**config.mk**
```make
export PLATFORM = sky130hd
export DESIGN_NAME = apb4_ram_flat
export DESIGN_NICKNAME = d
export VERILOG_FILES = /design/src/rtl/apb4_ram_if.sv /design/src/rtl/apb4_ram.sv /design/src/flat_wrapper.sv
export SDC_FILE = /design/constraint.sdc
export NUM_CORES = 2
export LEC_CHECK = 0
export BUFFER_PORTS_ARGS = -buffer_cell sky130_fd_sc_hd__buf_2
export CORE_MARGIN = 5
export CORE_UTILIZATION = 49
export DETAILED_ROUTE_END_ITERATION = 8
export PLACE_DENSITY_LB_ADDON = 0.3
export SLEW_MARGIN = 20
export SYNTH_ARGS = -nofsm -noshare
export SYNTH_HDL_FRONTEND = slang
export SYNTH_SLANG_ARGS = --single-unit
```
**constraint.sdc**
```tcl
create_clock -name pclk -period 6.4 [get_ports pclk]
set_input_delay 1.28 -clock pclk [delete_from_list [all_inputs] [get_ports pclk]]
set_output_delay 1.28 -clock pclk [all_outputs]
set_load 0.01 [all_outputs]
```
**src/rtl/apb4_ram_if.sv**
```systemverilog
// APB4 bus bundle between a requester and the apb4_ram slave.
// Parameters must match the attached apb4_ram instance.
interface apb4_ram_if #(
   parameter int DATA_W = 32,
   parameter int ADDR_W = 32
);
   logic                  psel;
   logic                  penable;
   logic                  pwrite;
   logic [ADDR_W-1:0]     paddr;
   logic [DATA_W-1:0]     pwdata;
   logic [DATA_W/8-1:0]   pstrb;
   logic [DATA_W-1:0]     prdata;
   logic                  pready;
   logic                  pslverr;

   modport master (
      output psel, penable, pwrite, paddr, pwdata, pstrb,
      input  prdata, pready, pslverr
   );

   modport slave (
      input  psel, penable, pwrite, paddr, pwdata, pstrb,
      output prdata, pready, pslverr
   );
endinterface

```
**src/rtl/apb4_ram.sv**
```systemverilog
// APB4 slave RAM with byte strobes, programmable wait states,
// address/alignment error responses and a saturating error counter.
module apb4_ram #(
   parameter int DATA_W      = 32,
   parameter int DEPTH       = 64,
   parameter int ADDR_W      = 32,
   parameter int WAIT_STATES = 0
) (
   input  logic       pclk,
   input  logic       preset,
   apb4_ram_if.slave  bus,
   output logic [7:0] err_count
);
   localparam int NB  = DATA_W / 8;
   localparam int LSB = $clog2(NB);
   localparam int IW  = $clog2(DEPTH);
   localparam logic [ADDR_W:0]   LIMIT = (ADDR_W+1)'(DEPTH * NB);
   localparam logic [ADDR_W-1:0] AMASK = ADDR_W'(NB - 1);

   typedef enum logic {IDLE, ACCESS} state_t;

   state_t              state;
   logic [3:0]          cnt;
   logic [IW-1:0]       idx;
   logic                wr_l;
   logic                err_l;
   logic [DATA_W-1:0]   wdata_l;
   logic [NB-1:0]       strb_l;
   logic [DATA_W-1:0]   rdata;
   logic [DATA_W-1:0]   mem [DEPTH];

   logic                setup;
   logic                dec_err;
   logic [IW-1:0]       dec_idx;

   // Decode is taken from the live bus only at the setup edge, then held.
   assign dec_err = ({1'b0, bus.paddr} >= LIMIT) ||
                    ((bus.paddr & AMASK) != '0);
   assign dec_idx = bus.paddr[LSB +: IW];
   assign setup   = (state == IDLE) && bus.psel && !bus.penable;

   assign bus.pready  = (state == ACCESS) && bus.psel && (cnt == 4'd0);
   assign bus.pslverr = bus.pready && err_l;
   assign bus.prdata  = rdata;

   always_ff @(posedge pclk) begin
      if (preset) begin
         state     <= IDLE;
         cnt       <= '0;
         idx       <= '0;
         wr_l      <= 1'b0;
         err_l     <= 1'b0;
         wdata_l   <= '0;
         strb_l    <= '0;
         rdata     <= '0;
         err_count <= '0;
         for (int i = 0; i < DEPTH; i++)
            mem[i] <= '0;
      end else begin
         unique case (state)
            IDLE: begin
               if (setup) begin
                  state   <= ACCESS;
                  cnt     <= 4'(WAIT_STATES);
                  idx     <= dec_idx;
                  wr_l    <= bus.pwrite;
                  err_l   <= dec_err;
                  wdata_l <= bus.pwdata;
                  strb_l  <= bus.pstrb;
                  if (!bus.pwrite)
                     rdata <= dec_err ? '0 : mem[dec_idx];
               end
            end
            ACCESS: begin
               if (!bus.psel) begin
                  state <= IDLE;
               end else if (cnt != 4'd0) begin
                  cnt <= cnt - 4'd1;
               end else begin
                  state <= IDLE;
                  if (err_l) begin
                     if (err_count != 8'hFF)
                        err_count <= err_count + 8'd1;
                  end else if (wr_l) begin
                     for (int b = 0; b < NB; b++)
                        if (strb_l[b])
                           mem[idx][8*b +: 8] <= wdata_l[8*b +: 8];
                  end
               end
            end
         endcase
      end
   end
endmodule

```
**src/flat_wrapper.sv**
```systemverilog
// flat-port wrapper written by rule: the top's interface ports become plain ports
module apb4_ram_flat 
#(
   parameter int DATA_W      = 32,
   parameter int DEPTH       = 64,
   parameter int ADDR_W      = 32,
   parameter int WAIT_STATES = 0
)
  (pclk, preset, err_count, bus_psel, bus_penable, bus_pwrite, bus_paddr, bus_pwdata, bus_pstrb, bus_prdata, bus_pready, bus_pslverr);
  apb4_ram_if #(.DATA_W(DATA_W), .ADDR_W(ADDR_W)) bus_i ();
  input  logic pclk;
  input  logic preset;
  output logic [7:0] err_count;
  input wire logic [$bits(bus_i.psel)-1:0] bus_psel;
  input wire logic [$bits(bus_i.penable)-1:0] bus_penable;
  input wire logic [$bits(bus_i.pwrite)-1:0] bus_pwrite;
  input wire logic [$bits(bus_i.paddr)-1:0] bus_paddr;
  input wire logic [$bits(bus_i.pwdata)-1:0] bus_pwdata;
  input wire logic [$bits(bus_i.pstrb)-1:0] bus_pstrb;
  output wire logic [$bits(bus_i.prdata)-1:0] bus_prdata;
  output wire logic [$bits(bus_i.pready)-1:0] bus_pready;
  output wire logic [$bits(bus_i.pslverr)-1:0] bus_pslverr;
  assign bus_i.psel = bus_psel;
  assign bus_i.penable = bus_penable;
  assign bus_i.pwrite = bus_pwrite;
  assign bus_i.paddr = bus_paddr;
  assign bus_i.pwdata = bus_pwdata;
  assign bus_i.pstrb = bus_pstrb;
  assign bus_prdata = bus_i.prdata;
  assign bus_pready = bus_i.pready;
  assign bus_pslverr = bus_i.pslverr;
  apb4_ram #(.DATA_W(DATA_W), .DEPTH(DEPTH), .ADDR_W(ADDR_W), .WAIT_STATES(WAIT_STATES)) u_core (.pclk(pclk), .preset(preset), .bus(bus_i), .err_count(err_count));
endmodule
```
==> out/results.txt <==
register-to-register setup slack - 2.44 ns
headroom to the max-slew limit - 0.151
number of buffers inserted by hold repair at cts - 0
CTS Buffer Depth - 3
core region area - 198000 sq um
mean instance size in the synthesized netlist - 14.5 sq um
DRC violations left - 0
Final HPWL DP - 174000 microns
count of non-filler cells in the finished layout - 9466
standby leakage power - 38.9 nW
number of vias per cell - 5.98
Reg clk slew, reported paths - 0.06 ns
PortBufs - 114
count of maximum capacitance violations - 0
most used standard cell by instance count after synthesis - sky130_fd_sc_hd__and2_1
number of nets with antenna violations after routing - 0
maximum fanout along the worst path - 35
Peak Freq - 0.252 GHz
last weighted congestion value of the routability-driven placer - 0.882
post-synthesis net count - 6789
fraction of layout cells with a size suffix above 1 - 0.185
Root Driver - sky130_fd_sc_hd__clkbuf_16
Cell variety after synth - 52
Layout Skew - 0.0426 ns
clock network latency to the later pin of the worst-skew pair - 0.87 ns
CTS tree - done
final critical-path required period - 3.96 ns
routed wire length - 275000 microns
sequential area share after synthesis - 0.649
total non-filler cell area in the finished layout - 107000 sq um
iteration-0 DRC count of the detailed router - 7100
global-route wire length before repair - 396000 microns
all-layer global routing usage - 0.259
number of buffers inserted during clock tree synthesis - 208
netlist area before placement - 97500 sq um
number of max-slew violations in the final report - 0
Yosys top cell area share - 0.630
class of the worst hold path - register to register
global route total overflow - 0
post-placement cell area - 100000 sq um
via count of the first global-routing pass - 55787
endpoint type of the worst setup path - register
antenna violations before repair - 29
most common flop cell mapped by yosys - sky130_fd_sc_hd__edfxtp_1
Resize count post-CTS - 0
endpoint with the worst hold slack - u_core.wdata_l[16]$_SDFFE_PP0P_
post-synthesis register bit count - 2137
proportion of synthesized flip-flops having asynchronous set or reset - 0
worst ir drop on vdd - 0.279 mV
via count - 56601
cell count after placement - 9066
die width - 456 microns
unrepaired setup endpoints after global routing - no
Final period util - 0.619
Synth Instances - 6714
most numerous cell types in the synthesized netlist - sky130_fd_sc_hd__and2_1 (2050), sky130_fd_sc_hd__edfxtp_1 (2048), sky130_fd_sc_hd__mux4_2 (388)
largest net degree at the start of global routing - 166
Crit path arrival time - 4.51 ns
Pre-antenna DRT Iters - 8
Final nets - 6711
data required time at the worst endpoint - 6.95 ns
largest cells by area after synthesis - sky130_fd_sc_hd__edfxtp_1 (63%), sky130_fd_sc_hd__and2_1 (13%), sky130_fd_sc_hd__mux4_2 (9.0%)
worst flop-to-flop path startpoint - u_core.cnt[0]$_SDFFE_PP0P_
number of sinks handled by clock tree synthesis - 2137
power density over the cells - 281 nW/um^2
number of I/O pins - 115
cell count of the worst reg-to-reg path - 8
die height - 456 microns
number of enable-type register cells in the synthesized netlist - 2048
area added between synthesis and finish - 10.0%
Synthesis Warnings - 0
number of cell rows - 163
Setup crit start kind - register
setup fix buffers added after clock tree synthesis - 0
post-route setup TNS - 0 ns
worst hold path depth - 2
worst setup path category - register to register
status - completed
slew at the pin with the worst max-slew slack - 1.27 ns
end of the worst register-to-register path - u_core.mem[20][30]$_SDFFCE_PN0P_
area enclosed by the die boundary - 208000 sq um
WL per Instance - 29.0 microns
Starting Density - 0.494
number of failing hold endpoints at the final stage - 0
H-Tree Depth - 4
worst min-delay path startpoint - u_core.wdata_l[16]$_SDFFE_PP0P_
largest area contributor in the synthesized netlist - sky130_fd_sc_hd__edfxtp_1
number of setup violations in the final report - 0
[routing by layer]
layer / share of wire / vias to the layer above / global-route usage
li1: - / 24346 / -
met3: 0.098 / 483 / 0.0642
met4: 0.045 / 34 / 0.106
met1: 0.39 / 28937 / 0.351
met5: 0.00073 / - / 0
met2: 0.47 / 2801 / 0.405
[layout make-up]
| class | count | area (sq um) |
|---|---|---|
| flip-flops and latches | 2137 | 63300 |
| repair buffers | 213 | 1490 |
| well taps | 2640 | 3300 |
| inverters | 8 | 30.0 |
| clock inverters | 119 | 1350 |
| clock buffers | 269 | 5500 |
| fillers | 15585 | 90300 |
| multi-input cells | 4068 | 32300 |
| diodes | 12 | 30.0 |
[report_power, final]
| part | internal (mW) | switching [mW] | total [mW] | leakage, nW |
|---|---|---|---|---|
| Combinational | 0.630 | 1.18 | 1.81 | 13.6 |
| Clock | 7.02 | 5.42 | 12.4 | 3.34 |
| Sequential | 15.7 | 0.172 | 15.9 | 21.9 |
[stage by stage]
step                      setup slack (ns)  utilization  power [mW]  hold WS [ns]
after CTS                             2.47        0.543        30.2         0.482
final                                 2.44        0.543        30.1         0.480
after detailed placement              1.93        0.508        18.0         0.472
after floorplan                       3.27            -        17.3         0.433
after global placement                1.99        0.508        17.9         0.446
after global routing                  2.23        0.543        30.9         0.501
[flip-flops by register name, indices dropped and copies added (netlist names), 4 cells and up]
signal,count
u_core.bus.prdata,32
u_core.cnt,4
u_core.err_count,8
u_core.idx,6
u_core.mem,2048
u_core.strb_l,4
u_core.wdata_l,32
[cell families (layout without fill, tap and decap cells)]
group	Yosys count	after routing	synth area share
DFF	2137	2137	0.649
muxes	739	739	0.126
xor gates and xnor gates	8	8	0.000718
other	0	12	0
buffers and inverters	509	609	0.0209
adders and majority gates	2	2	0.000256
AOI/OAI and AO/OA	394	394	0.0273
and+or+nand+nor	2925	2925	0.176
[layout by cell type (no fill, tap or decap), drive strengths merged, types with 3 or more instances in the layout]
master / count
and2: 2050
edfxtp: 2048
mux4: 388
nor2: 338
mux2i: 319
clkbuf: 269
or2: 257
buf: 213
nand2: 180
a22oi: 124
a21oi: 95
o22ai: 93
dfxtp: 89
clkinv: 79
and4: 32
mux2: 32
a32oi: 32
bufinv: 23
o211ai: 18
inv: 17
o221ai: 14
diode: 12
a21o: 12
nor4: 12
nor3: 10
clkinvlp: 8
nand3: 8
nor3b: 7
xnor2: 7
and3b: 4
and3: 3
or3b: 3
nand3b: 3
nand4: 3
nor4b: 3
nand2b: 3
[worst max path at each step]
stage                               startpoint                                  to  slack (ns)  depth (start not counted)
floorplan                         bus_paddr[2]  u_core.bus.prdata[12]$_SDFFE_PP0P_        3.27                          7
global placement                  bus_paddr[4]  u_core.bus.prdata[22]$_SDFFE_PP0P_        1.99                          8
detailed placement                bus_paddr[4]  u_core.bus.prdata[22]$_SDFFE_PP0P_        1.93                          8
CTS                 u_core.cnt[0]$_SDFFE_PP0P_    u_core.mem[20][31]$_SDFFCE_PN0P_        2.47                          8
global route        u_core.cnt[0]$_SDFFE_PP0P_    u_core.mem[20][30]$_SDFFCE_PN0P_        2.23                          8
finish              u_core.cnt[0]$_SDFFE_PP0P_    u_core.mem[20][30]$_SDFFCE_PN0P_        2.44                          8
[worst max-delay path: stages (launching register included)]
cell and delay [ns]:
sky130_fd_sc_hd__dfxtp_1 0.32, sky130_fd_sc_hd__inv_1 0.07, sky130_fd_sc_hd__ha_1 0.18, sky130_fd_sc_hd__nor3b_1 0.68, sky130_fd_sc_hd__and4_1 0.49, sky130_fd_sc_hd__nand2_2 0.55
sky130_fd_sc_hd__buf_4 0.53, sky130_fd_sc_hd__nor2_1 0.45, sky130_fd_sc_hd__or2_2 0.32
Power figures use the tool's default switching activity.
